--- src/rtl/plab5_mcore_mem_net_req_arb.sv ---
// plab5_mcore_mem_net_req_arb
//   Round-robin arbiter that shares one memory-request network injection port
//   between the icache (mode 0) and dcache (mode 1) refill streams.
//   The datapath is zero-latency and uses val/rdy handshakes.
//   The only state is the priority bit, the grant lock and the last issued domain.
//   Once a grant is presented and stalled, it is held until the network accepts it.
//   Optional feature: PLAB5_MCORE_MEM_NET_REQ_ARB_DOMAIN_BUBBLE_EN inserts one
//   idle cycle whenever the security domain changes between issued requests.
module plab5_mcore_mem_net_req_arb #(
    parameter int p_mem_opaque_nbits = 8,
    parameter int p_mem_addr_nbits   = 32,
    parameter int p_mem_data_nbits   = 32,
    // type(3) + opaque + addr + len + data
    localparam int MM = 3 + p_mem_opaque_nbits + p_mem_addr_nbits
                        + $clog2(p_mem_data_nbits/8) + p_mem_data_nbits
) (
    input  logic          clk_i,
    input  logic          reset_i,

    input  logic          inst_req_val_i,
    output logic          inst_req_rdy_o,
    input  logic [MM-1:0] inst_req_msg_i,
    input  logic          inst_domain_i,

    input  logic          data_req_val_i,
    output logic          data_req_rdy_o,
    input  logic [MM-1:0] data_req_msg_i,
    input  logic          data_domain_i,

    output logic          out_val_o,
    input  logic          out_rdy_i,
    output logic [MM-1:0] out_msg_o,
    output logic          out_mode_o,
    output logic          out_domain_o
);

    logic prio_q,     prio_d;
    logic lock_q,     lock_d;
    logic lock_sel_q, lock_sel_d;
    logic last_dom_q, last_dom_d;

    logic sel;
    logic cand_val;
    logic cand_dom;
    logic need_bubble;
    logic fire;

`ifdef PLAB5_MCORE_MEM_NET_REQ_ARB_DOMAIN_BUBBLE_EN
    logic bubble_q, bubble_d;
`endif

    // Pick a requester: a held grant wins; otherwise a lone requester wins;
    // otherwise the priority bit breaks the tie.
    always_comb begin
        sel = prio_q;
        if (lock_q)
            sel = lock_sel_q;
        else if (inst_req_val_i && !data_req_val_i)
            sel = 1'b0;
        else if (!inst_req_val_i && data_req_val_i)
            sel = 1'b1;

        cand_val = sel ? data_req_val_i : inst_req_val_i;
        cand_dom = sel ? data_domain_i  : inst_domain_i;

`ifdef PLAB5_MCORE_MEM_NET_REQ_ARB_DOMAIN_BUBBLE_EN
        // A domain switch costs one idle cycle. A held grant already passed its bubble.
        need_bubble = !lock_q && !bubble_q && cand_val && (cand_dom != last_dom_q);
`else
        need_bubble = 1'b0;
`endif
    end

    // Drive the output mux and the handshakes. Reset forces a quiet, inst-facing port.
    always_comb begin
        out_val_o    = cand_val && !need_bubble && !reset_i;
        out_msg_o    = (sel && !reset_i) ? data_req_msg_i : inst_req_msg_i;
        out_mode_o   = sel && !reset_i;
        out_domain_o = cand_dom && !reset_i;

        fire           = out_val_o && out_rdy_i;
        inst_req_rdy_o = fire && !sel;
        data_req_rdy_o = fire &&  sel;
    end

    // Next state for priority, lock and domain tracking.
    // A locked requester that drops val yields out_val=0, which releases the lock.
    always_comb begin
        prio_d     = fire ? !sel : prio_q;
        lock_d     = out_val_o && !out_rdy_i;
        lock_sel_d = sel;
        last_dom_d = fire ? out_domain_o : last_dom_q;
`ifdef PLAB5_MCORE_MEM_NET_REQ_ARB_DOMAIN_BUBBLE_EN
        bubble_d   = need_bubble;
`endif
    end

    // State registers with synchronous reset.
    always_ff @(posedge clk_i) begin
        if (reset_i) begin
            prio_q     <= 1'b0;
            lock_q     <= 1'b0;
            lock_sel_q <= 1'b0;
            last_dom_q <= 1'b0;
`ifdef PLAB5_MCORE_MEM_NET_REQ_ARB_DOMAIN_BUBBLE_EN
            bubble_q   <= 1'b0;
`endif
        end else begin
            prio_q     <= prio_d;
            lock_q     <= lock_d;
            lock_sel_q <= lock_sel_d;
            last_dom_q <= last_dom_d;
`ifdef PLAB5_MCORE_MEM_NET_REQ_ARB_DOMAIN_BUBBLE_EN
            bubble_q   <= bubble_d;
`endif
        end
    end

endmodule
--- config.mk ---
export PLATFORM = sky130hd
export DESIGN_NAME = plab5_mcore_mem_net_req_arb
export DESIGN_NICKNAME = d
export VERILOG_FILES = /design/src/rtl/plab5_mcore_mem_net_req_arb.sv
export SDC_FILE = /design/constraint.sdc
export NUM_CORES = 1
export LEC_CHECK = 0
export ABC_AREA = 1
export BUFFER_PORTS_ARGS = -buffer_cell sky130_fd_sc_hd__buf_4
export CORE_AREA = 2 2 95 97
export CTS_CLUSTER_SIZE = 16
export DETAILED_ROUTE_END_ITERATION = 16
export DIE_AREA = 0 0 97 99
export HOLD_SLACK_MARGIN = 0.08
export SETUP_SLACK_MARGIN = 0.4
export SLEW_MARGIN = 20
export SYNTH_ARGS = -nofsm -noshare
export SYNTH_HDL_FRONTEND = slang
export SYNTH_SLANG_ARGS = --single-unit
--- constraint.sdc ---
create_clock -name clk_i -period 1.68 [get_ports clk_i]
set_input_delay 0.336 -clock clk_i [delete_from_list [all_inputs] [get_ports clk_i]]
set_output_delay 0.336 -clock clk_i [all_outputs]
set_load 0.02 [all_outputs]
* Word level (Yosys, flattened, before mapping)
Index checks and enable logic that the tools add are counted.
** Word-level totals
- Register bits :: 3
- Input port bits :: 161
- Output and inout port bits :: 82
- Word-level logic and storage cells :: 23
** Cells by class
- Mux-type cells :: 6
- Reduce and logical (&&, ||, !) cells :: 14
** Operators with widths (count)
- 77-bit two-way mux :: 1
- 1-bit logical AND :: 9
- 1-bit zero test :: 5
- 1-bit two-way mux :: 5

* Logic depth before layout (Yosys ltp)
- Depth in word-level cells :: 9
- Depth in mapped cells :: 11
- Gate-level depth less buffers :: 10

* Worst setup path before layout
No wires, ideal clock.
- Path type :: input to output
- Start point :: input data_req_val_i
- End point :: output out_msg_o[67]
- Arrival :: 1.249 ns
- Data required time :: 1.344 ns
- Slack :: 0.095 ns
- Stages :: 9
- Path buffers :: 1
- Cells stage by stage :: inv_1 a21oi_2 nand2_2 nand2_4 nand2_4 inv_2 buf_2 nand2_1 nand2_1
** On the way
- Cells in the longest elaborated chain, start to end :: 6
- Elaborated cells between the ends (all ways) :: 8
- Classes of those cells :: 4 x mux; 4 x reduce/logical
** Ends and longest elaborated chain
- start, declared :: RTL line 25 : input logic data_req_val_i,
- 1-bit logical AND or 1-bit zero test (tied branches) :: RTL line 60, 58
- 1-bit two-way mux or 1-bit logical AND (tied branches) :: RTL line 60, 58
- 1-bit two-way mux * :: RTL line 58 : else if (inst_req_val_i && !data_req_val_i)
- 1-bit two-way mux * :: RTL line 56 : if (lock_q)
- 1-bit logical AND *
- named net out_mode_o :: RTL line 33 : output logic out_mode_o,
- 77-bit two-way mux * :: RTL line 77 : out_msg_o = (sel && !reset_i) ? data_req_msg_i : inst_req_msg_i;
- end, declared :: RTL line 32 : output logic [MM-1:0] out_msg_o,
Mark *: on every way through the listed nets, which the timed path passes. The rest lies on a longest branch.

* Worst setup path after layout
- Start point :: register prio_q
- End point :: output data_req_rdy_o
** On the way
- Cells in the longest elaborated chain, start to end :: 7
** Ends and longest elaborated chain
- start, declared :: RTL line 37 : logic prio_q, prio_d;
- start signal, assigned :: RTL line 109 : prio_q <= prio_d;
- 1-bit two-way mux * :: RTL line 60 : else if (!inst_req_val_i && data_req_val_i)
- 1-bit two-way mux * :: RTL line 58
- 1-bit two-way mux * :: RTL line 56
- 1-bit two-way mux :: RTL line 63 : cand_val = sel ? data_req_val_i : inst_req_val_i;
- 1-bit logical AND :: RTL line 76 : out_val_o = cand_val && !need_bubble && !reset_i;
- 1-bit logical AND :: RTL line 81 : fire = out_val_o && out_rdy_i;
- 1-bit logical AND * :: RTL line 83 : data_req_rdy_o = fire && sel;
- end, declared :: RTL line 26 : output logic data_req_rdy_o,
Every way passes the cells marked *; elsewhere a longest branch is shown, timed or not.

==> results_dict.tcl <==
set metrics [dict create \
    status "complete, but fails checks" \
    violations "negative setup slack" \
    cts_made_buffers 3 \
    critPathMaxFanout 3 \
    cp_slowest_stage_delay_ns 0.30 \
    yosysMostFrequentCell "nand2_1" \
    hold_path_startpoint "out_rdy_i" \
    hold_buffers 0 \
    routabilityCongestion 0.813 \
    p_leak_nw 2.25 \
    fin_nets 689 \
    synthesis.area_sq_um 1170 \
    timing.critical_path.from_type "flip-flop" \
    dpl.cell_count 624 \
    dieHeight_um 99 \
    clock-sinks 3 \
    path_common_cell "nand2_4" \
    post-place-ws_ns -0.153 \
    cp_slowest_cell "dfxtp_2" \
    crit_chain "inv_2 > nand2_2 > nand2_4 > nand2_4 > buf_6 > nand2_4 > nand4_1 > nor2_4 > buf_6" \
    relSlewSlack_pct 85.9 \
    drt-vias-per-instance 4.15 \
    synth_ff_type "dfxtp_1" \
    synth_edf_count 0 \
    yosys-top-cells-count "237 x nand2_1, 9 x buf_2, 7 x inv_1, 6 x nor2_1" \
    yosys_warnings 0 \
    grt_pass1_vias 2574 \
    h-tree-depth 1 \
    drtIter0Drc 57 \
    synth.distinct_cells 15 \
    r2r_slack_ns 0.25 \
    synth_top_area_cell "nand2_1" \
    slew_violations 0 \
    areaGrowthSynthToFinish_pct 248 \
    insertion_delay_ns 0.22 \
    path_class "reg -> out" \
    fin_setup_tns_ns -6.72 \
    avgSynthCellArea_sq_um 4.19 \
    min_path_type "in -> reg" \
    holdPathStages 2 \
    max_freq_mhz 558 \
    drive_gt1_share_pct 73.6 \
    clockBufferDepth 2 \
    grt.overflow.total 0 \
    synth-seq-area-share_pct 5.15 \
    setup_viol 80 \
    crit_required_ns 1.34 \
    antenna_found_initial 0 \
    drtPass1Iterations 4 \
    cp-end-kind "output pin" \
    die_area_sq_um 9600 \
    syn_nets 439 \
    clk_pin_slew_ns 0.03 \
    num_rows 34 \
    num_vias 2638 \
    fin_skew_ns 0.00222 \
    synth_top_area_share_pct 76.3 \
    antenna_cells 0 \
    io_pins 243 \
    worstReg2RegEnd "prio_q" \
    tightest_slew_ns 0.210 \
    coreArea_sq_um 8550 \
    synth.area.top_cells "nand2_1 76%, dfxtp_1 5.2%, buf_2 3.9%" \
    postRouteAntennaNets 0 \
    cts_root_buffer "clkbuf_8" \
    grt_pass1_wl_um 11900 \
    post-route-util_pct 47.5 \
    min_period_ns 1.79 \
    hold_viol_final 0 \
    hold_end "lock_q" \
    rsz0062_at_grt "true" \
    period_share_pct 107 \
    place_hpwl_um 6140 \
    hold_slack_ns 0.271 \
    dieWidth_um 97 \
    wl_per_cell_um 12.4 \
    start_util_pct 13.6 \
    rr_startpoint "prio_q" \
    crit_arrival_ns 1.46 \
    synthArstFlopShare_pct 0 \
    power_density_nw_per_um2 448 \
    synth-seq-cells 3 \
    cts_tree "yes" \
    timing.final.ws_setup_ns -0.111 \
    ir_drop_uv 197 \
    stdcell_count 635 \
    grt_max_degree 30 \
    synthCells 278 \
    ff2ff_path_depth 11 \
    maxCapViolations 0 \
    drt-total-wl_um 7890 \
    drc_errors 0 \
    io_buffers 242 \
    grt_usage_pct 14.8 \
]
==> placed cells by master (no fill, tap or decap), types with 2 or more instances in the layout <==
master / instances
buf_12: 4
buf_16: 2
buf_4: 174
buf_6: 79
clkbuf_16: 2
clkbuf_8: 3
dfxtp_2: 2
inv_1: 2
inv_2: 3
nand2_1: 131
nand2_2: 88
nand2_4: 20
nor2_1: 2
nor2_2: 2
nor2_4: 2
==> worst max-delay path, delay by kind of cell, from the launching register on <==
family                 cells  cell delay, ns
AND/OR/NAND/NOR            6            0.61
flip-flops                 1            0.30
buffers and inverters      3            0.32
==> sequential cells by signal, summed over array words and instances, names as in the netlist <==
name	cells
lock_q	1
lock_sel_q	1
prio_q	1
==> area by class of cell <==
class	instances	area (sq um)
Fill cell	872	4490
Multi-Input combinational cell	251	1380
Inverter	8	52.6
Clock buffer	4	45.0
Tap cell	108	135
Sequential cell	3	62.6
Timing Repair Buffer	261	2380
==> timing repair <==
item | 4_1_cts | 5_1_grt
resized for setup | 59 | 56
endpoints found under the setup margin | 83 | 83
pin swaps | 2 | 4
cloned | 1 | 2
hold endpoints to repair | 0 | 0
setup buffers | 0 | 4
==> worst max path at each step <==
stage,from,endpoint,slack (ns)
floorplan,data_req_val_i,out_msg_o[57],0.16
global placement,inst_req_val_i,out_msg_o[72],-0.13
detailed placement,inst_req_val_i,out_msg_o[72],-0.15
CTS,lock_q,out_msg_o[4],-0.15
global route,prio_q,data_req_rdy_o,-0.20
finish,prio_q,data_req_rdy_o,-0.11
==> routing by layer <==
| metal | vias up | track usage (%) | wire [um] |
|---|---|---|---|
| li1 | 1316 | - | - |
| met1 | 1164 | 15.0 | 2560 |
| met2 | 154 | 30.4 | 4560 |
| met3 | 4 | 3.12 | 726 |
| met4 | 0 | 3.25 | 52 |
| met5 | - | 0 | 0 |
==> where the power goes <==
group | switching [mW] | total [mW] | internal [mW]
combinational | 0.718 | 1.52 | 0.803
sequential | 0.00293 | 0.0802 | 0.0773
clock | 0.0539 | 0.216 | 0.162
total | 0.775 | 1.82 | 1.04
==> logic make-up after synthesis <==
logic type / synth area share [%]
AOI/OAI and AO/OA: 1.18
DFF: 5.15
and+or+nand+nor: 82.1
buffers and inverters: 11.6
==> metrics by stage <==
stage / total power [mW] / instance area, sq um
6_report: 1.82 / 4060
5_1_grt: 1.93 / 4060
4_1_cts: 1.72 / 3780
3_5_place_dp: 1.38 / 3500
3_3_place_gp: 1.37 / 3500
2_1_floorplan: 0.715 / 1530
(Power assumes the default switching activity.)
